`src/rtl/if_fetch_queue_pkg.sv`:
```
// Shared definitions for the IF stage: the IF->ID bus layout and the address-error exception code.
package if_fetch_queue_pkg;

   localparam int         FS_TO_DS_BUS_WD = 70;
   localparam logic [4:0] EX_ADEL         = 5'h04;

   // Bus layout {ex, excode, inst, pc}; the field order is the wire order seen by ID.
   typedef struct packed {
      logic        ex;
      logic [4:0]  excode;
      logic [31:0] inst;
      logic [31:0] pc;
   } fs_to_ds_t;

   function automatic logic [31:0] phys_addr(input logic [31:0] va);
      return {3'b000, va[28:0]};
   endfunction

endpackage

```
`src/rtl/if_fetch_queue_if.sv`:
```
// SRAM-like instruction port shared by the fetch stage (master) and the memory bridge (slave).
interface if_fetch_queue_if;
   // Handshake: an address transfers on a cycle with req && addr_ok; each accepted read returns
   // exactly one data_ok pulse carrying rdata, in issue order, no earlier than the next cycle.
   logic        req;
   logic        wr;
   logic [1:0]  size;
   logic [3:0]  wstrb;
   logic [31:0] addr;
   logic [31:0] wdata;
   logic        addr_ok;
   logic        data_ok;
   logic [31:0] rdata;

   modport master (
      output req, wr, size, wstrb, addr, wdata,
      input  addr_ok, data_ok, rdata
   );

   modport slave (
      input  req, wr, size, wstrb, addr, wdata,
      output addr_ok, data_ok, rdata
   );
endinterface

```
`src/rtl/if_fetch_queue_fetch_iq.sv`:
```
// In-order instruction queue: entries are allocated at issue, filled in issue order, popped at the head.
module fetch_iq
   import if_fetch_queue_pkg::*;
#(
   parameter int DEPTH = 4,
   localparam int PW   = $clog2(DEPTH),
   localparam int CW   = PW + 1
) (
   input  logic           clk,
   input  logic           reset,
   input  logic           flush,
   input  logic           alloc,
   input  logic           alloc_ex,
   input  logic [31:0]    alloc_pc,
   input  logic           fill,
   input  logic [31:0]    fill_inst,
   input  logic           pop,
   output fs_to_ds_t      head,
   output logic           head_filled,
   output logic           empty,
   output logic [CW-1:0]  occupancy
);

   fs_to_ds_t        ent [DEPTH];
   logic [DEPTH-1:0] filled;
   logic [PW-1:0]    head_ptr, tail_ptr, fill_ptr;
   logic [CW-1:0]    count;

   // Fills only ever target unfilled entries; once an exception entry is allocated fetch halts,
   // so fill_ptr never needs to skip a pre-filled slot before the next flush.
   always_ff @(posedge clk) begin
      if (reset || flush) begin
         head_ptr <= '0;
         tail_ptr <= '0;
         fill_ptr <= '0;
         count    <= '0;
         filled   <= '0;
      end else begin
         if (alloc) begin
            filled[tail_ptr] <= alloc_ex;
            tail_ptr         <= tail_ptr + 1'b1;
         end
         if (fill) begin
            filled[fill_ptr] <= 1'b1;
            fill_ptr         <= fill_ptr + 1'b1;
         end
         if (pop) head_ptr <= head_ptr + 1'b1;
         count <= count + CW'(alloc) - CW'(pop);
      end
   end

   always_ff @(posedge clk) begin
      if (alloc) begin
         ent[tail_ptr].ex     <= alloc_ex;
         ent[tail_ptr].excode <= alloc_ex ? EX_ADEL : 5'd0;
         ent[tail_ptr].inst   <= 32'd0;
         ent[tail_ptr].pc     <= alloc_pc;
      end
      if (fill) ent[fill_ptr].inst <= fill_inst;
   end

   assign head        = ent[head_ptr];
   assign empty       = (count == '0);
   assign head_filled = filled[head_ptr];
   assign occupancy   = count;

endmodule

```
`src/rtl/if_fetch_queue.sv`:
```
// IF stage: PC generator and issue gate feeding pipelined instruction reads into an in-order queue for ID.
module if_fetch_queue
   import if_fetch_queue_pkg::*;
#(
   parameter int          IQ_DEPTH = 4,
   parameter int          MAX_OUT  = 2,
   parameter logic [31:0] RESET_PC = 32'hbfc00000
) (
   input  logic                       clk,
   input  logic                       reset,
   input  logic                       redirect_valid,
   input  logic [31:0]                redirect_pc,
   input  logic                       ds_allowin,
   output logic                       fs_to_ds_valid,
   output logic [FS_TO_DS_BUS_WD-1:0] fs_to_ds_bus,
   if_fetch_queue_if.master           inst_sram
);

   localparam int            OW        = $clog2(MAX_OUT + 1);
   localparam int            CW        = $clog2(IQ_DEPTH) + 1;
   localparam logic [OW-1:0] MAX_OUT_C = OW'(MAX_OUT);
   localparam logic [CW-1:0] DEPTH_C   = CW'(IQ_DEPTH);

   logic [31:0]   pf_pc;
   logic          halt;
   logic [OW-1:0] outstanding, cancel;
   logic [CW-1:0] occupancy;
   logic          iq_empty, head_filled;
   fs_to_ds_t     head;
   logic          issue_ok, misaligned, hs, misal_alloc, fill, pop;

   always_comb begin
      issue_ok    = !halt && !redirect_valid && (outstanding < MAX_OUT_C) && (occupancy < DEPTH_C);
      misaligned  = (pf_pc[1:0] != 2'b00);
      hs          = issue_ok && !misaligned && inst_sram.addr_ok;
      misal_alloc = issue_ok && misaligned;
      fill        = inst_sram.data_ok && (cancel == '0) && !redirect_valid;
      fs_to_ds_valid = !iq_empty && head_filled && !redirect_valid;
      pop         = fs_to_ds_valid && ds_allowin;
   end

   assign inst_sram.req   = issue_ok && !misaligned;
   assign inst_sram.wr    = 1'b0;
   assign inst_sram.size  = 2'h2;
   assign inst_sram.wstrb = 4'h0;
   assign inst_sram.addr  = phys_addr(pf_pc);
   assign inst_sram.wdata = 32'h0;
   assign fs_to_ds_bus    = head;

   always_ff @(posedge clk) begin
      if (reset) begin
         pf_pc       <= RESET_PC;
         halt        <= 1'b0;
         outstanding <= '0;
         cancel      <= '0;
      end else if (redirect_valid) begin
         pf_pc       <= redirect_pc;
         halt        <= 1'b0;
         outstanding <= outstanding - OW'(inst_sram.data_ok);
         // Every read still in flight is now stale; that count already covers older stale ones.
         cancel      <= outstanding - OW'(inst_sram.data_ok);
      end else begin
         if (hs) pf_pc <= pf_pc + 32'd4;
         if (misal_alloc) halt <= 1'b1;
         outstanding <= outstanding + OW'(hs) - OW'(inst_sram.data_ok);
         if (inst_sram.data_ok && (cancel != '0)) cancel <= cancel - 1'b1;
      end
   end

   fetch_iq #(.DEPTH(IQ_DEPTH)) u_iq (
      .clk        (clk),
      .reset      (reset),
      .flush      (redirect_valid),
      .alloc      (hs || misal_alloc),
      .alloc_ex   (misal_alloc),
      .alloc_pc   (pf_pc),
      .fill       (fill),
      .fill_inst  (inst_sram.rdata),
      .pop        (pop),
      .head       (head),
      .head_filled(head_filled),
      .empty      (iq_empty),
      .occupancy  (occupancy)
   );

endmodule

```
`src/flat_wrapper.sv`:
```
// flat-port wrapper written by rule: the top's interface ports become plain ports
module if_fetch_queue_flat import if_fetch_queue_pkg::*;
#(
   parameter int          IQ_DEPTH = 4,
   parameter int          MAX_OUT  = 2,
   parameter logic [31:0] RESET_PC = 32'hbfc00000
)
  (clk, reset, redirect_valid, redirect_pc, ds_allowin, fs_to_ds_valid, fs_to_ds_bus, inst_sram_req, inst_sram_wr, inst_sram_size, inst_sram_wstrb, inst_sram_addr, inst_sram_wdata, inst_sram_addr_ok, inst_sram_data_ok, inst_sram_rdata);
  if_fetch_queue_if inst_sram_i ();
  input  logic clk;
  input  logic reset;
  input  logic redirect_valid;
  input  logic [31:0] redirect_pc;
  input  logic ds_allowin;
  output logic fs_to_ds_valid;
  output logic [FS_TO_DS_BUS_WD-1:0] fs_to_ds_bus;
  output wire logic [$bits(inst_sram_i.req)-1:0] inst_sram_req;
  output wire logic [$bits(inst_sram_i.wr)-1:0] inst_sram_wr;
  output wire logic [$bits(inst_sram_i.size)-1:0] inst_sram_size;
  output wire logic [$bits(inst_sram_i.wstrb)-1:0] inst_sram_wstrb;
  output wire logic [$bits(inst_sram_i.addr)-1:0] inst_sram_addr;
  output wire logic [$bits(inst_sram_i.wdata)-1:0] inst_sram_wdata;
  input wire logic [$bits(inst_sram_i.addr_ok)-1:0] inst_sram_addr_ok;
  input wire logic [$bits(inst_sram_i.data_ok)-1:0] inst_sram_data_ok;
  input wire logic [$bits(inst_sram_i.rdata)-1:0] inst_sram_rdata;
  assign inst_sram_req = inst_sram_i.req;
  assign inst_sram_wr = inst_sram_i.wr;
  assign inst_sram_size = inst_sram_i.size;
  assign inst_sram_wstrb = inst_sram_i.wstrb;
  assign inst_sram_addr = inst_sram_i.addr;
  assign inst_sram_wdata = inst_sram_i.wdata;
  assign inst_sram_i.addr_ok = inst_sram_addr_ok;
  assign inst_sram_i.data_ok = inst_sram_data_ok;
  assign inst_sram_i.rdata = inst_sram_rdata;
  if_fetch_queue #(.IQ_DEPTH(IQ_DEPTH), .MAX_OUT(MAX_OUT), .RESET_PC(RESET_PC)) u_core (.clk(clk), .reset(reset), .redirect_valid(redirect_valid), .redirect_pc(redirect_pc), .ds_allowin(ds_allowin), .fs_to_ds_valid(fs_to_ds_valid), .fs_to_ds_bus(fs_to_ds_bus), .inst_sram(inst_sram_i));
endmodule
```
`config.mk`:
```
export PLATFORM = sky130hd
export DESIGN_NAME = if_fetch_queue_flat
export DESIGN_NICKNAME = d
export VERILOG_FILES = /design/src/rtl/if_fetch_queue_pkg.sv /design/src/rtl/if_fetch_queue_if.sv /design/src/rtl/if_fetch_queue_fetch_iq.sv /design/src/rtl/if_fetch_queue.sv /design/src/flat_wrapper.sv
export SDC_FILE = /design/constraint.sdc
export NUM_CORES = 1
export LEC_CHECK = 0
export ABC_AREA = 1
export BUFFER_PORTS_ARGS = -buffer_cell sky130_fd_sc_hd__buf_2
export CAP_MARGIN = 20
export CORE_ASPECT_RATIO = 2
export CORE_MARGIN = 2
export CORE_UTILIZATION = 55
export DETAILED_ROUTE_END_ITERATION = 16
export HOLD_SLACK_MARGIN = 0.12
export PLACE_DENSITY = 0.86
export SYNTH_ARGS = -nofsm -noshare
export SYNTH_HDL_FRONTEND = slang
export SYNTH_SLANG_ARGS = --single-unit
```
`constraint.sdc`:
```
create_clock -name clk -period 2.79 [get_ports clk]
set_input_delay 0.558 -clock clk [delete_from_list [all_inputs] [get_ports clk]]
set_output_delay 0.558 -clock clk [all_outputs]
set_load 0.05 [all_outputs]
```
==> impl_metrics.tcl <==
set metrics [dict create \
    outcome "completed" \
    drt_pre_antenna_iters 5 \
    endpoint_kind "output port" \
    path_clk_slew_ns 0.07 \
    worstSetupPathType "flop to output port" \
    cts_tree "yes" \
    fmax_mhz 368 \
    coreArea_um2 25100 \
    postSynthAreaPerCell_um2 10.0 \
    crit_arrival_ns 2.16 \
    seq_area_frac_synth 0.629 \
    drt_iter0_drc 936 \
    dp_worst_setup_slack_ns 0.470 \
    track_usage 0.243 \
    worst_clock_skew_ns 0.0139 \
    switching_share 0.276 \
    grt_pass1_wl_um 50500 \
    ys_ff_latch 312 \
    syn_inst 1404 \
    setup_viol 0 \
    p_comb_frac 0.132 \
    dp_hpwl_um 22600 \
    maxCapViolCount 0 \
    ios 213 \
    drv_slew 0 \
    crit_required_ns 2.23 \
    ant_nets 0 \
    async_reset_ff_frac 0 \
    antenna_found_initial 0 \
    start_util 0.560 \
    die_area_um2 27000 \
    synth-edff-count 260 \
    synthTopCellsByCount "304 x nor2_1, 260 x edfxtp_1, 176 x nand2_1" \
    relSlewSlack 0.625 \
    antennaDiodeCount 0 \
    fin_ws_ns 0.0713 \
    io_buffers 166 \
    clkPwrFrac 0.349 \
    yosys-top-cells-area "edfxtp_1 55%, nor2_1 8.1%, dfxtp_1 7.4%" \
    fin_cells 1882 \
    p_per_area_nw_per_um2 651 \
    critPathLaunchType "flop" \
    drc 0 \
    yosysUniqueCellTypes 37 \
    grt_pass1_vias 10100 \
    yosysWarnings 0 \
    p_switching_uw 2850 \
    cts-root-buf "clkbuf_16" \
    period_share 0.974 \
    power.internal_uw 7490 \
    vias 10400 \
    drt_wl_total_um 33200 \
    synth_top_area_cell "edfxtp_1" \
    cts_buffers 26 \
    clock_sinks 312 \
    routedWlPerCell_um 17.6 \
    synth.most_common_cell "nor2_1" \
    gp_congestion 0.966 \
    area_delta_synth_final_pct 12.8 \
    viasPerCell 5.51 \
    synthFlopType "edfxtp_1" \
    synth_top_area_frac 0.555 \
    die_h_um 230 \
    fin_nets 1610 \
    place_inst 1833 \
    hold_viol 0 \
    hold_buffers 0 \
    p_total_uw 10300 \
    htree_levels 1 \
    tightest_slew_ns 0.560 \
    grt_max_degree 68 \
    die_w_um 117 \
    period_minus_slack_ns 2.72 \
    clk_latency_ns 0.54 \
    clockBufferDepth 3 \
    hold_class "input pin to flop" \
    cp_max_fo 42 \
    final_layout_size_suffix_gt1_frac 0.174 \
    pwr-share-seq 0.519 \
    tns_ns 0 \
    power.leakage_uw 0.00662 \
    num_rows 82 \
    grt-ovfl-total 0 \
    irDropWorstVdd_v 0.000549 \
    final_util 0.632 \
    num-fill-cells 1948 \
    syn_area_um2 14100 \
]
-- final timing paths --
kind | start | depth (start not counted) | slack [ns] | end
setup / recovery | flop | 4 | 0.07 | fs_to_ds_bus[56]
hold / removal | redirect_pc[18] | 3 | 0.22 | u_core.pf_pc[18]
setup reg to reg | u_core.u_iq.head_ptr[0] | 11 | 0.66 | u_core.u_iq.occupancy[2]
hold reg to reg | u_core.halt | 1 | 0.48 | u_core.halt
-- worst max-delay path: stages, from the launching register on --
cell	delay [ns]
dfxtp_4	0.49
buf_6	0.32
o21ai_0	0.18
o22ai_1	0.31
buf_2	0.33
-- per-stage QoR --
| stage | hold slack (ns) | instance area (µm²) |
|---|---|---|
| global placement | 0.451 | 15000 |
| finish | 0.222 | 15900 |
| detailed placement | 0.470 | 15000 |
| floorplan | 0.441 | 14200 |
| CTS | 0.211 | 15900 |
| global route | 0.228 | 15900 |
-- sequential cells by signal, indices dropped and copies added, names as in the netlist, named ones only --
name,count
u_core.cancel,2
u_core.halt,1
u_core.outstanding,2
u_core.pf_pc,32
u_core.u_iq.ent,260
u_core.u_iq.fill_ptr,2
u_core.u_iq.filled,4
u_core.u_iq.head_ptr,2
u_core.u_iq.occupancy,3
u_core.u_iq.tail_ptr,2
-- kinds of logic after synthesis --
family / count (synthesis) / share of synthesized area
DFF: 312 / 0.629
xor gates and xnor gates: 10 / 0.00622
adders and majority gates: 14 / 0.0130
other: 2 / 0.000534
buffers and inverters: 253 / 0.0911
AOI/OAI and AO/OA: 272 / 0.106
and+or+nand+nor: 541 / 0.155
-- final cells by class --
class | instances | area (µm²) | share of cell area
Clock buffer | 31 | 721 | 0.0454
Clock inverter | 17 | 130 | 0.00819
Inverter | 110 | 420 | 0.0265
Multi-Input combinational cell | 883 | 4120 | 0.259
Sequential cell | 312 | 8850 | 0.558
Tap cell | 336 | 420 | 0.0265
Timing Repair Buffer | 193 | 1220 | 0.0767
-- power by group through the flow --
stage | combinational [µW] | sequential (µW) | clock [µW]
floorplan | 1100 | 5420 | 0
CTS | 1370 | 5370 | 3640
global route | 1460 | 5390 | 3820
detailed placement | 1360 | 5470 | 0
finish | 1360 | 5370 | 3610
global placement | 1340 | 5450 | 0
-- cell usage in the layout, fill, tap and decap left out, drive strengths merged --
cell type,count
a21boi,1
clkinv,10
o21bai,1
bufinv,1
nand2,182
buf,192
o21ai,154
conb,46
xnor2,3
ha,13
o32ai,1
fa,1
nand3,30
xor2,7
o22ai,65
and2,1
clkbuf,32
nor3,3
inv,111
dfxtp,52
a31oi,10
nand4,4
edfxtp,260
a22o,2
o21a,1
o211ai,2
nor2,318
clkinvlp,5
nand3b,3
a21oi,35
-- metal layers --
layer  GRT usage  wire length, µm  up-vias
met2       0.455            18200      453
met1       0.248            11300     4936
li1            -                -     4865
met3      0.0282             1740      108
met5           0                0        -
met4       0.146             1950        0
-- what timing repair did --
item                                    CTS  global route
resized for setup                         5             3
endpoints found under the setup margin   18            16
setup buffers                             0             1
Power figures use the tool's default switching activity.
